===== src/rtl/lookup_pkg.sv =====
// Shared definitions for the pipelined lookup engine.
// Node layout, field offsets and the node struct are shared with the update
// controller so that both sides agree on the 72-bit stage memory word.
package lookup_pkg;

   localparam int unsigned NODE_W       = 72;
   localparam int unsigned LOOKUP_KEY_W = 32;
   localparam int unsigned LOOKUP_RES_W = 16;
   localparam int unsigned CHILD_W      = 10;

   localparam int unsigned PIVOT_LSB  = 40;
   localparam int unsigned LEFT_LSB   = 30;
   localparam int unsigned RIGHT_LSB  = 20;
   localparam int unsigned RES_LSB    = 4;
   localparam int unsigned NVALID_BIT = 0;

   typedef struct packed {
      logic [LOOKUP_KEY_W-1:0] pivot;   // [71:40]
      logic [CHILD_W-1:0]      left;    // [39:30]
      logic [CHILD_W-1:0]      right;   // [29:20]
      logic [LOOKUP_RES_W-1:0] result;  // [19:4]
      logic [2:0]              rsvd;    // [3:1]
      logic                    nvalid;  // [0]
   } node_t;

   // Outcome of one tree level for a beat.
   typedef enum logic [2:0] {
      DEC_PASS,   // resolved upstream, forwarded untouched
      DEC_MISS,   // empty node terminates the lookup
      DEC_HIT,    // key equals pivot
      DEC_LEFT,   // key below pivot
      DEC_RIGHT   // key above pivot
   } decision_e;

   // Builds a memory word from its fields; reserved bits are written as zero.
   function automatic logic [NODE_W-1:0] pack_node(
      input logic [LOOKUP_KEY_W-1:0] pivot,
      input logic [CHILD_W-1:0]      left,
      input logic [CHILD_W-1:0]      right,
      input logic [LOOKUP_RES_W-1:0] result,
      input logic                    nvalid
   );
      logic [NODE_W-1:0] w;
      w = '0;
      w[PIVOT_LSB +: LOOKUP_KEY_W] = pivot;
      w[LEFT_LSB  +: CHILD_W]      = left;
      w[RIGHT_LSB +: CHILD_W]      = right;
      w[RES_LSB   +: LOOKUP_RES_W] = result;
      w[NVALID_BIT]                = nvalid;
      return w;
   endfunction

endpackage


===== src/rtl/lookup_stage_sat_counter.sv =====
// sat_counter: saturating up-counter for lookup statistics.
// Ports:
//   clk_i   clock
//   rst_i   synchronous active-high reset, clears count
//   inc_i   increment request (ignored once all ones)
//   clr_i   clear; wins over a same-cycle increment
//   count_o current count
module sat_counter #(
   parameter int unsigned WIDTH = 32
) (
   input  logic             clk_i,
   input  logic             rst_i,
   input  logic             inc_i,
   input  logic             clr_i,
   output logic [WIDTH-1:0] count_o
);

   logic [WIDTH-1:0] count_q;

   always_ff @(posedge clk_i) begin
      if (rst_i || clr_i) begin
         count_q <= '0;
      end else if (inc_i && (count_q != '1)) begin
         count_q <= count_q + 1'b1;
      end
   end

   assign count_o = count_q;

endmodule


===== src/rtl/lookup_stage.sv =====
// lookup_stage: one tree level of the pipelined lookup engine.
// Stage 1 registers the incoming beat while the stage memory is read at s_ptr;
// stage 2 compares the key with the node pivot and registers the downstream beat.
// Ports:
//   clk, rst                      clock, synchronous active-high reset
//   s_valid/s_key/s_ptr/s_done/s_hit/s_result  upstream beat (no backpressure)
//   mem_addr, mem_dout            stage memory read port (1-cycle read latency)
//   m_valid/m_key/m_ptr/m_done/m_hit/m_result  downstream beat
//   stat_clr                      clears the statistics counters
//   stat_lookups/hits/misses      saturating 32-bit statistics
module lookup_stage
   import lookup_pkg::*;
#(
   parameter int          STAGE_ID  = 0,
   parameter int unsigned DATA      = 72,
   parameter int unsigned ADDR      = 10,
   parameter int unsigned NEXT_ADDR = 10,
   parameter int unsigned KEY_W     = LOOKUP_KEY_W,
   parameter int unsigned RES_W     = LOOKUP_RES_W
) (
   input  logic                 clk,
   input  logic                 rst,
   input  logic                 s_valid,
   input  logic [KEY_W-1:0]     s_key,
   input  logic [ADDR-1:0]      s_ptr,
   input  logic                 s_done,
   input  logic                 s_hit,
   input  logic [RES_W-1:0]     s_result,
   output logic [ADDR-1:0]      mem_addr,
   input  logic [DATA-1:0]      mem_dout,
   output logic                 m_valid,
   output logic [KEY_W-1:0]     m_key,
   output logic [NEXT_ADDR-1:0] m_ptr,
   output logic                 m_done,
   output logic                 m_hit,
   output logic [RES_W-1:0]     m_result,
   input  logic                 stat_clr,
   output logic [31:0]          stat_lookups,
   output logic [31:0]          stat_hits,
   output logic [31:0]          stat_misses
);

   if (DATA != NODE_W || KEY_W != LOOKUP_KEY_W || RES_W != LOOKUP_RES_W ||
       NEXT_ADDR > CHILD_W || STAGE_ID < 0) begin : g_bad_cfg
      $error("lookup_stage: unsupported parameter set");
   end

   // The read address is never registered so the memory's own output
   // register lines up with stage 1.
   assign mem_addr = s_ptr;

   // Stage 1
   logic             v1_q;
   logic [KEY_W-1:0] key1_q;
   logic             done1_q;
   logic             hit1_q;
   logic [RES_W-1:0] res1_q;

   always_ff @(posedge clk) begin
      if (rst) begin
         v1_q    <= 1'b0;
         key1_q  <= '0;
         done1_q <= 1'b0;
         hit1_q  <= 1'b0;
         res1_q  <= '0;
      end else begin
         v1_q    <= s_valid;
         key1_q  <= s_key;
         done1_q <= s_done;
         hit1_q  <= s_hit;
         res1_q  <= s_result;
      end
   end

   // Stage 2 decision
   node_t     node;
   decision_e dec;
   logic      unused_rsvd;

   assign node        = node_t'(mem_dout);
   assign unused_rsvd = ^node.rsvd;

   always_comb begin
      dec = DEC_RIGHT;
      if (done1_q)                 dec = DEC_PASS;
      else if (!node.nvalid)       dec = DEC_MISS;
      else if (key1_q == node.pivot) dec = DEC_HIT;
      else if (key1_q < node.pivot)  dec = DEC_LEFT;
   end

   logic [NEXT_ADDR-1:0] ptr_d;
   logic                 done_d;
   logic                 hit_d;
   logic [RES_W-1:0]     res_d;

   always_comb begin
      ptr_d  = '0;
      done_d = 1'b1;
      hit_d  = 1'b0;
      res_d  = '0;
      unique case (dec)
         DEC_PASS: begin
            hit_d = hit1_q;
            res_d = res1_q;
         end
         DEC_MISS: ;
         DEC_HIT: begin
            hit_d = 1'b1;
            res_d = node.result;
         end
         DEC_LEFT: begin
            ptr_d  = node.left[NEXT_ADDR-1:0];
            done_d = 1'b0;
         end
         default: begin
            ptr_d  = node.right[NEXT_ADDR-1:0];
            done_d = 1'b0;
         end
      endcase
   end

   logic                 m_valid_q;
   logic [KEY_W-1:0]     m_key_q;
   logic [NEXT_ADDR-1:0] m_ptr_q;
   logic                 m_done_q;
   logic                 m_hit_q;
   logic [RES_W-1:0]     m_result_q;

   // Payload only loads on a valid beat so idle cycles hold the last value.
   always_ff @(posedge clk) begin
      if (rst) begin
         m_valid_q  <= 1'b0;
         m_key_q    <= '0;
         m_ptr_q    <= '0;
         m_done_q   <= 1'b0;
         m_hit_q    <= 1'b0;
         m_result_q <= '0;
      end else begin
         m_valid_q <= v1_q;
         if (v1_q) begin
            m_key_q    <= key1_q;
            m_ptr_q    <= ptr_d;
            m_done_q   <= done_d;
            m_hit_q    <= hit_d;
            m_result_q <= res_d;
         end
      end
   end

   assign m_valid  = m_valid_q;
   assign m_key    = m_key_q;
   assign m_ptr    = m_ptr_q;
   assign m_done   = m_done_q;
   assign m_hit    = m_hit_q;
   assign m_result = m_result_q;

   // Statistics: only beats still unresolved on entry are counted.
   logic inc_lookup;
   logic inc_hit;
   logic inc_miss;

   assign inc_lookup = v1_q && !done1_q;
   assign inc_hit    = inc_lookup && (dec == DEC_HIT);
   assign inc_miss   = inc_lookup && (dec == DEC_MISS);

   sat_counter #(.WIDTH(32)) u_cnt_lookups (
      .clk_i(clk), .rst_i(rst), .inc_i(inc_lookup), .clr_i(stat_clr), .count_o(stat_lookups)
   );

   sat_counter #(.WIDTH(32)) u_cnt_hits (
      .clk_i(clk), .rst_i(rst), .inc_i(inc_hit), .clr_i(stat_clr), .count_o(stat_hits)
   );

   sat_counter #(.WIDTH(32)) u_cnt_misses (
      .clk_i(clk), .rst_i(rst), .inc_i(inc_miss), .clr_i(stat_clr), .count_o(stat_misses)
   );

endmodule


===== config.mk =====
export PLATFORM = sky130hd
export DESIGN_NAME = lookup_stage
export DESIGN_NICKNAME = d
export VERILOG_FILES = /design/src/rtl/lookup_pkg.sv /design/src/rtl/lookup_stage_sat_counter.sv /design/src/rtl/lookup_stage.sv
export SDC_FILE = /design/constraint.sdc
export NUM_CORES = 1
export LEC_CHECK = 0
export CAP_MARGIN = 10
export CORE_ASPECT_RATIO = 1.1
export CORE_MARGIN = 2
export CORE_UTILIZATION = 30
export CTS_CLUSTER_SIZE = 14
export DETAILED_ROUTE_END_ITERATION = 6
export PLACE_DENSITY = 0.61
export SYNTH_ARGS = -nofsm -noshare
export SYNTH_HDL_FRONTEND = slang
export SYNTH_SLANG_ARGS = --single-unit
export TNS_END_PERCENT = 100

===== constraint.sdc =====
create_clock -name clk -period 2.44 [get_ports clk]
set_input_delay 0.366 -clock clk [delete_from_list [all_inputs] [get_ports clk]]
set_output_delay 0.366 -clock clk [all_outputs]
set_load 0.02 [all_outputs]

Word level (Yosys, flattened, before mapping)
Index checks and enable logic that the tools add are counted. W data, S select, Z words.

Add/sub/neg operators: 3. Order comparisons: 1. Eq/ne operators: 7. Mux-type cells: 8. Reduce and logical (&&, ||, !) cells: 10.

Operators by type and width (number): $add A32 B1 Y32 const B (3); $ne A32 B32 Y1 const B (3); $eq A32 B32 Y1 (1); $lt A32 B32 Y1 (1); $pmux W16 S2 (1); $pmux W10 S2 (1); $mux W3 (4); $eq A3 B2 Y1 const B (2); $logic_and A1 B1 Y1 (6); $eq A3 B1 Y1 const B (1); $logic_not A3 Y1 (1); $reduce_or A3 Y1 (1); $pmux W1 S2 (1); $logic_not A1 Y1 (1); $logic_or A1 B1 Y1 (1); $mux W1 (1).

Register bits: 208. Bits of input ports: 136. Logic and storage cells: 43.

Depth between registers and ports, before layout
Word-level depth: 8. Depth in mapped cells: 9. Gate-level depth less buffers: 8.

Cells and area by module
From an unflattened synthesis, not the netlist that was laid out.

Cells, all modules: 1109. Area, all modules: 9934.5 sq um.

Modules (own cells, without submodules): sat_counter (times used 3, cells an instance 189, area an instance 1681.6 sq um, sequential area each 640.6 sq um); lookup_stage (times used 1, cells an instance 542, area an instance 4889.7 sq um, sequential area each 2242.2 sq um).

Least setup slack after synthesis
No wires, ideal clock.

Kind: input -> register. From: in mem_dout[52]. To: reg u_cnt_hits.count_q[23], in the netlist u_cnt_hits.count_o[23]. Setup time: 0.070 ns. Arrival time: 2.571 ns. Path slack: -0.202 ns. Stages on the path: 8. Path buffers: 0. Path through: inv_1 ha_1 nand4_2 or4_4 nor4_2 or4b_4 or3_1 a21oi_1.

Longest elaborated chain between the ends: 8.

Ends and longest elaborated chain: start: declaration (line lookup_stage.sv:30) `input logic [DATA-1:0] mem_dout,`; $lt A32 B32 Y1 (line lookup_stage.sv:88) `else if (key1_q < node.pivot) dec = DEC_LEFT;`; $mux W3 (line lookup_stage.sv:88); $mux W3 (*) (line lookup_stage.sv:87) `else if (key1_q == node.pivot) dec = DEC_HIT;`; $mux W3 (*) (line lookup_stage.sv:86) `else if (!node.nvalid) dec = DEC_MISS;`; $mux W3 (*) (line lookup_stage.sv:85) `if (done1_q) dec = DEC_PASS;`; $eq A3 B2 Y1 (*) (line lookup_stage.sv:163) `assign inc_hit = inc_lookup && (dec == DEC_HIT);`; $logic_and A1 B1 Y1 (*) (line lookup_stage.sv:163); $logic_and A1 B1 Y1 (*) (line lookup_stage_sat_counter.sv:23) `end else if (inc_i && (count_q != '1)) begin`; end signal: assignment (line lookup_stage_sat_counter.sv:24) `count_q <= count_q + 1'b1;`; end: declaration (line lookup_stage_sat_counter.sv:18) `logic [WIDTH-1:0] count_q;`.

Mark *: on every way between the ends. The rest lies on a longest branch, timed or not. A chain may end at the register's enable or synchronous reset.

Worst setup path after layout
From: in mem_dout[45]. To: reg u_cnt_hits.count_q[29], in the netlist u_cnt_hits.count_o[29].

Same word-level chain as after synthesis.

==> impl_metrics.tcl <==
set metrics [dict create \
    synth_top_cell_by_area "dfxtp_1" \
    num_rows 67 \
    via_per_inst 4.87 \
    grt_first_pass_wirelength_mm 45.6 \
    drtPass1Iterations 5 \
    post_layout_nonfiller_instances 1820 \
    required_ns 2.89 \
    hp-start "rst" \
    worstSetupPathType "primary input to flip-flop" \
    cts_tree "yes" \
    syn_area_per_cell_um2 8.94 \
    track_usage 0.174 \
    netlist_top_cells_area "dfxtp_1 (45%), nor2_1 (5.4%), ha_1 (4.7%), xnor2_1 (4.1%), mux2i_1 (3.6%)" \
    synth_top_area_frac 0.446 \
    synth_seq_cells 208 \
    worstReg2RegStart "key1_q[7]" \
    crit_fanout 7 \
    violations "negative setup slack" \
    drtIter0Drc 451 \
    fmax_ghz 0.354 \
    vias 8872 \
    seq_area_frac_synth 0.446 \
    synth-main-ff-cell "dfxtp_1" \
    numClockSinks 208 \
    core_um2 30600 \
    io-pin-count 303 \
    p_leak_nw 5.20 \
    yosysUniqueCellTypes 55 \
    die_y_um 189 \
    synth_nets 1216 \
    area_growth_pct 56.2 \
    finalSetupTns_ns -5.97 \
    dp_hpwl_mm 21.5 \
    synth_edf_count 0 \
    hold_viol_final 0 \
    critical_path.endpoint_type "flip-flop" \
    final.period_utilization 1.16 \
    p_per_area_nw_per_um2 558 \
    slew_headroom 0.365 \
    synth_cells 1045 \
    grt_antenna_before_repair 0 \
    diodes 0 \
    ant_nets 0 \
    pre_cts_ws_ns -0.976 \
    nFillCells 2913 \
    grt_max_degree 58 \
    place_congestion 0.792 \
    finalCriticalPeriod_ns 2.82 \
    hold_class "primary input to flip-flop" \
    ir_worst_vdd_mv 0.504 \
    power_mw 8.14 \
    numCtsBuffers 26 \
    drv_cap 0 \
    grt_pass1_vias 8592 \
    r2r-end "u_cnt_hits.count_o[29]" \
    nNetsFinal 1559 \
    wl_mm 29.5 \
    synth-async-reset-ratio 0 \
    r2r_cells 7 \
    initial_core_util 0.305 \
    worstSkewPairLatency_ns 0.52 \
    status "finished, violations left" \
    clockBufferDepth 3 \
    worst_slew_pin_slew_ns 0.949 \
    rrSetupSlack_ns -0.37 \
    cts_root_buf "clkbuf_16" \
    postCtsHoldBufs 0 \
    route.detailed.drc 0 \
    path_clk_slew_ns 0.06 \
    post_dp_cell_area_um2 13400 \
    die_w_um 172 \
    slew_violations 0 \
    finalInstanceArea_um2 14600 \
    cp-start-kind "primary input" \
    setup_viol 25 \
    drive_gt1_frac 0.162 \
    synth_area_um2 9340 \
    routedWlPerCell_um 16.2 \
    dp.cells 1766 \
    skew_ns 0.0120 \
    overflow 0 \
    worstHoldPathCells 2 \
    crit_arrival_ns 3.28 \
    min_to "m_key[24]" \
    die_area_um2 32600 \
    portBuffers 279 \
    fin_ws_ns -0.383 \
    cts_htree_levels 1 \
    rsz0062_at_grt "yes" \
    yosysWarnings 0 \
]
[repair_timing]
action | in CTS | in global routing
gates resized for setup | 17 | 36
gates cloned | 1 | 1
pin swaps | 8 | 12
buffers inserted | 4 | 2
setup endpoints to repair | 42 | 42
[cell type report]
type	instances	area, um^2	share of cell area
multi-input cells	734	5240	0.359
clock buffers	39	782	0.0536
clock inverters	7	63.8	0.00437
flip-flops and latches	208	4180	0.286
inverters	39	176	0.0121
well taps	414	518	0.0355
repair buffers	379	3630	0.249
[cells in the final DEF, fill, tap and decap left out, types with 29 or more instances in the layout]
cell             instances
nor2_1                 132
nor3_1                  35
nand3_1                 52
a21oi_1                 31
dfxtp_1                200
nor2b_1                 53
nand4_1                 32
buf_4                   94
mux2i_1                 34
clkdlybuf4s50_1        273
nand2_1                 61
clkbuf_16               29
xnor2_1                 44
[sequential cells by signal, indices dropped and copies added, names as in the netlist]
register	count
key1_q	32
m_key	32
u_cnt_hits.count_o	32
u_cnt_lookups.count_o	32
u_cnt_misses.count_o	32
m_result	16
res1_q	16
m_ptr	10
done1_q	1
hit1_q	1
m_done	1
m_hit	1
m_valid	1
v1_q	1
[layer usage]
metal | global-route usage | share of wire
met1 | 0.213 | 0.42
met2 | 0.293 | 0.47
met3 | 0.0600 | 0.093
met4 | 0.0391 | 0.017
met5 | 0 | 0
[power breakdown]
part           total (mW)  internal (mW)  switching, mW
clock                3.77           2.31           1.47
sequential           3.55           3.49         0.0601
combinational       0.819          0.450          0.369
total                8.14           6.24           1.89
[logic make-up after synthesis]
kind of cell               share of synthesized area
AOI/OAI and AO/OA                             0.0822
xor gates and xnor gates                      0.0572
adders and majority gates                     0.0469
buffers and inverters                         0.0463
DFF                                            0.446
muxes                                         0.0364
and+or+nand+nor                                0.285
[worst max path at each step]
stage | from | endpoint
global placement | mem_dout[62] | u_cnt_hits.count_o[21]
detailed placement | mem_dout[62] | u_cnt_hits.count_o[21]
finish | mem_dout[45] | u_cnt_hits.count_o[29]
CTS | key1_q[5] | u_cnt_hits.count_o[29]
global route | key1_q[0] | u_cnt_hits.count_o[29]
floorplan | mem_dout[62] | u_cnt_hits.count_o[21]
[per-stage QoR]
step,util,hold WS (ns)
after floorplan,-,0.453
after global placement,0.439,0.469
after detailed placement,0.439,0.468
after CTS,0.470,0.194
after global routing,0.477,0.198
final,0.477,0.218
[worst max-delay path, stage by stage]
cell,delay (ns)
clkdlybuf4s50_1,0.47
inv_2,0.05
ha_4,0.26
nand4_1,0.21
or4_4,0.59
nor4_4,0.32
or4b_4,0.55
or3_1,0.36
a21oi_1,0.12
[synthesized netlist by cell type, drive strengths merged (5+ instances only)]
cell type	instances
mux2i	34
nor3	39
nand4b	13
and4	17
xnor2	44
and3	7
nor2	134
nand2	61
a221oi	17
or4	12
nand3	52
clkbuf	48
o211ai	9
a211oi	5
nor2b	53
or3	18
dfxtp	208
inv	39
buf	16
a32oi	10
nor4b	8
ha	35
and2	5
o21ai	24
a21oi	34
nor4	18
nand4	34
xor2	17
(Power assumes the default switching activity.)
==> RTL edit: new RTL, config.mk and constraints unchanged <==
Make the reset (`rst`) asynchronous in 2 clocked blocks. Comments in the files are not updated.
--- a/src/rtl/lookup_stage.sv
+++ b/src/rtl/lookup_stage.sv
@@ -56,7 +56,7 @@
    logic             hit1_q;
    logic [RES_W-1:0] res1_q;
 
-   always_ff @(posedge clk) begin
+   always_ff @(posedge clk or posedge rst) begin
       if (rst) begin
          v1_q    <= 1'b0;
          key1_q  <= '0;
@@ -127,7 +127,7 @@
    logic [RES_W-1:0]     m_result_q;
 
    // Payload only loads on a valid beat so idle cycles hold the last value.
-   always_ff @(posedge clk) begin
+   always_ff @(posedge clk or posedge rst) begin
       if (rst) begin
          m_valid_q  <= 1'b0;
          m_key_q    <= '0;
Check against the original RTL: differs if rst is asserted again (counterexample within 4 cycles, from zero or initial values and one cycle with rst high); with rst held inactive, the same outputs for 4 cycles.
==> RTL edit against the original RTL <==
The flow still finishes with violations (setup timing). Total power up 1.2%. Final area shrank 6.4%. First-iteration DRC count is 24% lower. Area after synthesis down 3.3%. Register-to-register slack improved by 0.35 ns. Sequential cell count is the same. Worst setup slack improved by 0.37 ns. Wire length decreased by 10%. Critical endpoint is now u_cnt_hits.count_o[17].
==> RTL edit: results (changes against the original RTL) <==
| Metric | Value |
|---|---|
| Status | finished with violations (unchanged) |
| Failing checks | setup timing (unchanged) |
| Proportion of layout cells with a drive suffix above 1 | 13.6% (was 16.2%) |
| Hold Crit Depth | 1 (was 2) |
| Placed cell area | 0.0127 mm2 (was 0.0134 mm2) |
| Routability Congestion | 0.825 (was 0.792) |
| Worst Path Arrival | 2.86 ns (was 3.28 ns) |
| Maximum vdd drop | 0.000474 V (was 0.000504 V) |
| Routing usage on met2 | 29.1% (was 29.3%) |
| Fin cells | 1618 (was 1820) |
| Met3 Use GR | 5.17% (was 6.00%) |
| Initial antenna violation count | 1 (was 0) |
| Critical setup path kind | reg -> reg (was in -> reg) |
| Top post-synthesis cells by count | nor2_1 (119), dfrtp_1 (112), dfxtp_1 (96) (was dfxtp_1 (208), nor2_1 (134), nand2_1 (61)) |
| Dpl ws | -0.674 ns (was -0.976 ns) |
| Post-Syn Nets | 1060 (was 1216) |
| Worst setup margin | -0.0151 ns (was -0.383 ns) |
| TritonCTS Buffers | 25 (was 26) |
| Internal power | 0.00622 W (was 0.00624 W) |
| Setup violators final | 1 (was 25) |
| Power, Total | 0.00824 W (was 0.00814 W) |
| Fin Hold WS | 0.273 ns (was 0.218 ns) |
| Top post-synthesis cells by area | dfrtp_1 (31%), dfxtp_1 (21%), nor2_1 (4.9%) (was dfxtp_1 (45%), nor2_1 (5.4%), ha_1 (4.7%)) |
| Dpl hpwl | 19.5 mm (was 21.5 mm) |
| Starting DRC count in detailed routing | 343 (was 451) |
RTL edit: layout make-up:
class                   count  area (um2)
clock inverters            11        98.8
fillers                  2801       16000
flip-flops and latches    208        4730
clock buffers              35         703
inverters                  52         199
repair buffers            347        3400
diodes                      1        2.50
well taps                 374         468
multi-input cells         590        4060
RTL edit: worst max path at each step:
stage	to	slack [ns]	depth (start not counted)
after floorplan	u_cnt_hits.count_o[12]	0.18	10
after global placement	m_ptr[8]	-0.78	11
final	u_cnt_hits.count_o[17]	-0.02	11
after CTS	u_cnt_hits.count_o[18]	0.002	9
after global routing	u_cnt_hits.count_o[17]	-0.17	11
after detailed placement	m_ptr[7]	-0.67	11
RTL edit: repair_timing:
| item | 4_1_cts | 5_1_grt |
|---|---|---|
| pin swaps | 0 | 12 |
| buffers inserted | 0 | 4 |
| setup endpoints to repair | 18 | 52 |
| gates resized for setup | 5 | 17 |
| cloned | 0 | 1 |
| endpoints found under the hold margin | 0 | 0 |
RTL edit: critical path, cell delays in order, from the launching register on:
cell and delay [ns]:
dfrtp_1 0.39, ha_1 0.30, nand4_1 0.20, nor3_2 0.30
buf_4 0.16, nand4_1 0.18, buf_4 0.21, nor4_4 0.13
buf_4 0.16, nand4_1 0.09, xor2_1 0.17, nor2_1 0.05
RTL edit: cell families after synthesis:
family | Yosys count | share of synthesized area (%)
DFF | 208 | 52.3
buffers and inverters | 92 | 4.31
AOI/OAI and AO/OA | 103 | 7.09
adders and majority gates | 35 | 4.85
xor gates and xnor gates | 78 | 7.56
and+or+nand+nor | 329 | 18.6
muxes | 44 | 5.32
RTL edit: layer usage:
| metal | vias up | wire (um) |
|---|---|---|
| met1 | 3642 | 11100 |
| met5 | - | 0 |
| met4 | 0 | 622 |
| li1 | 3741 | - |
| met3 | 43 | 2040 |
| met2 | 222 | 12800 |
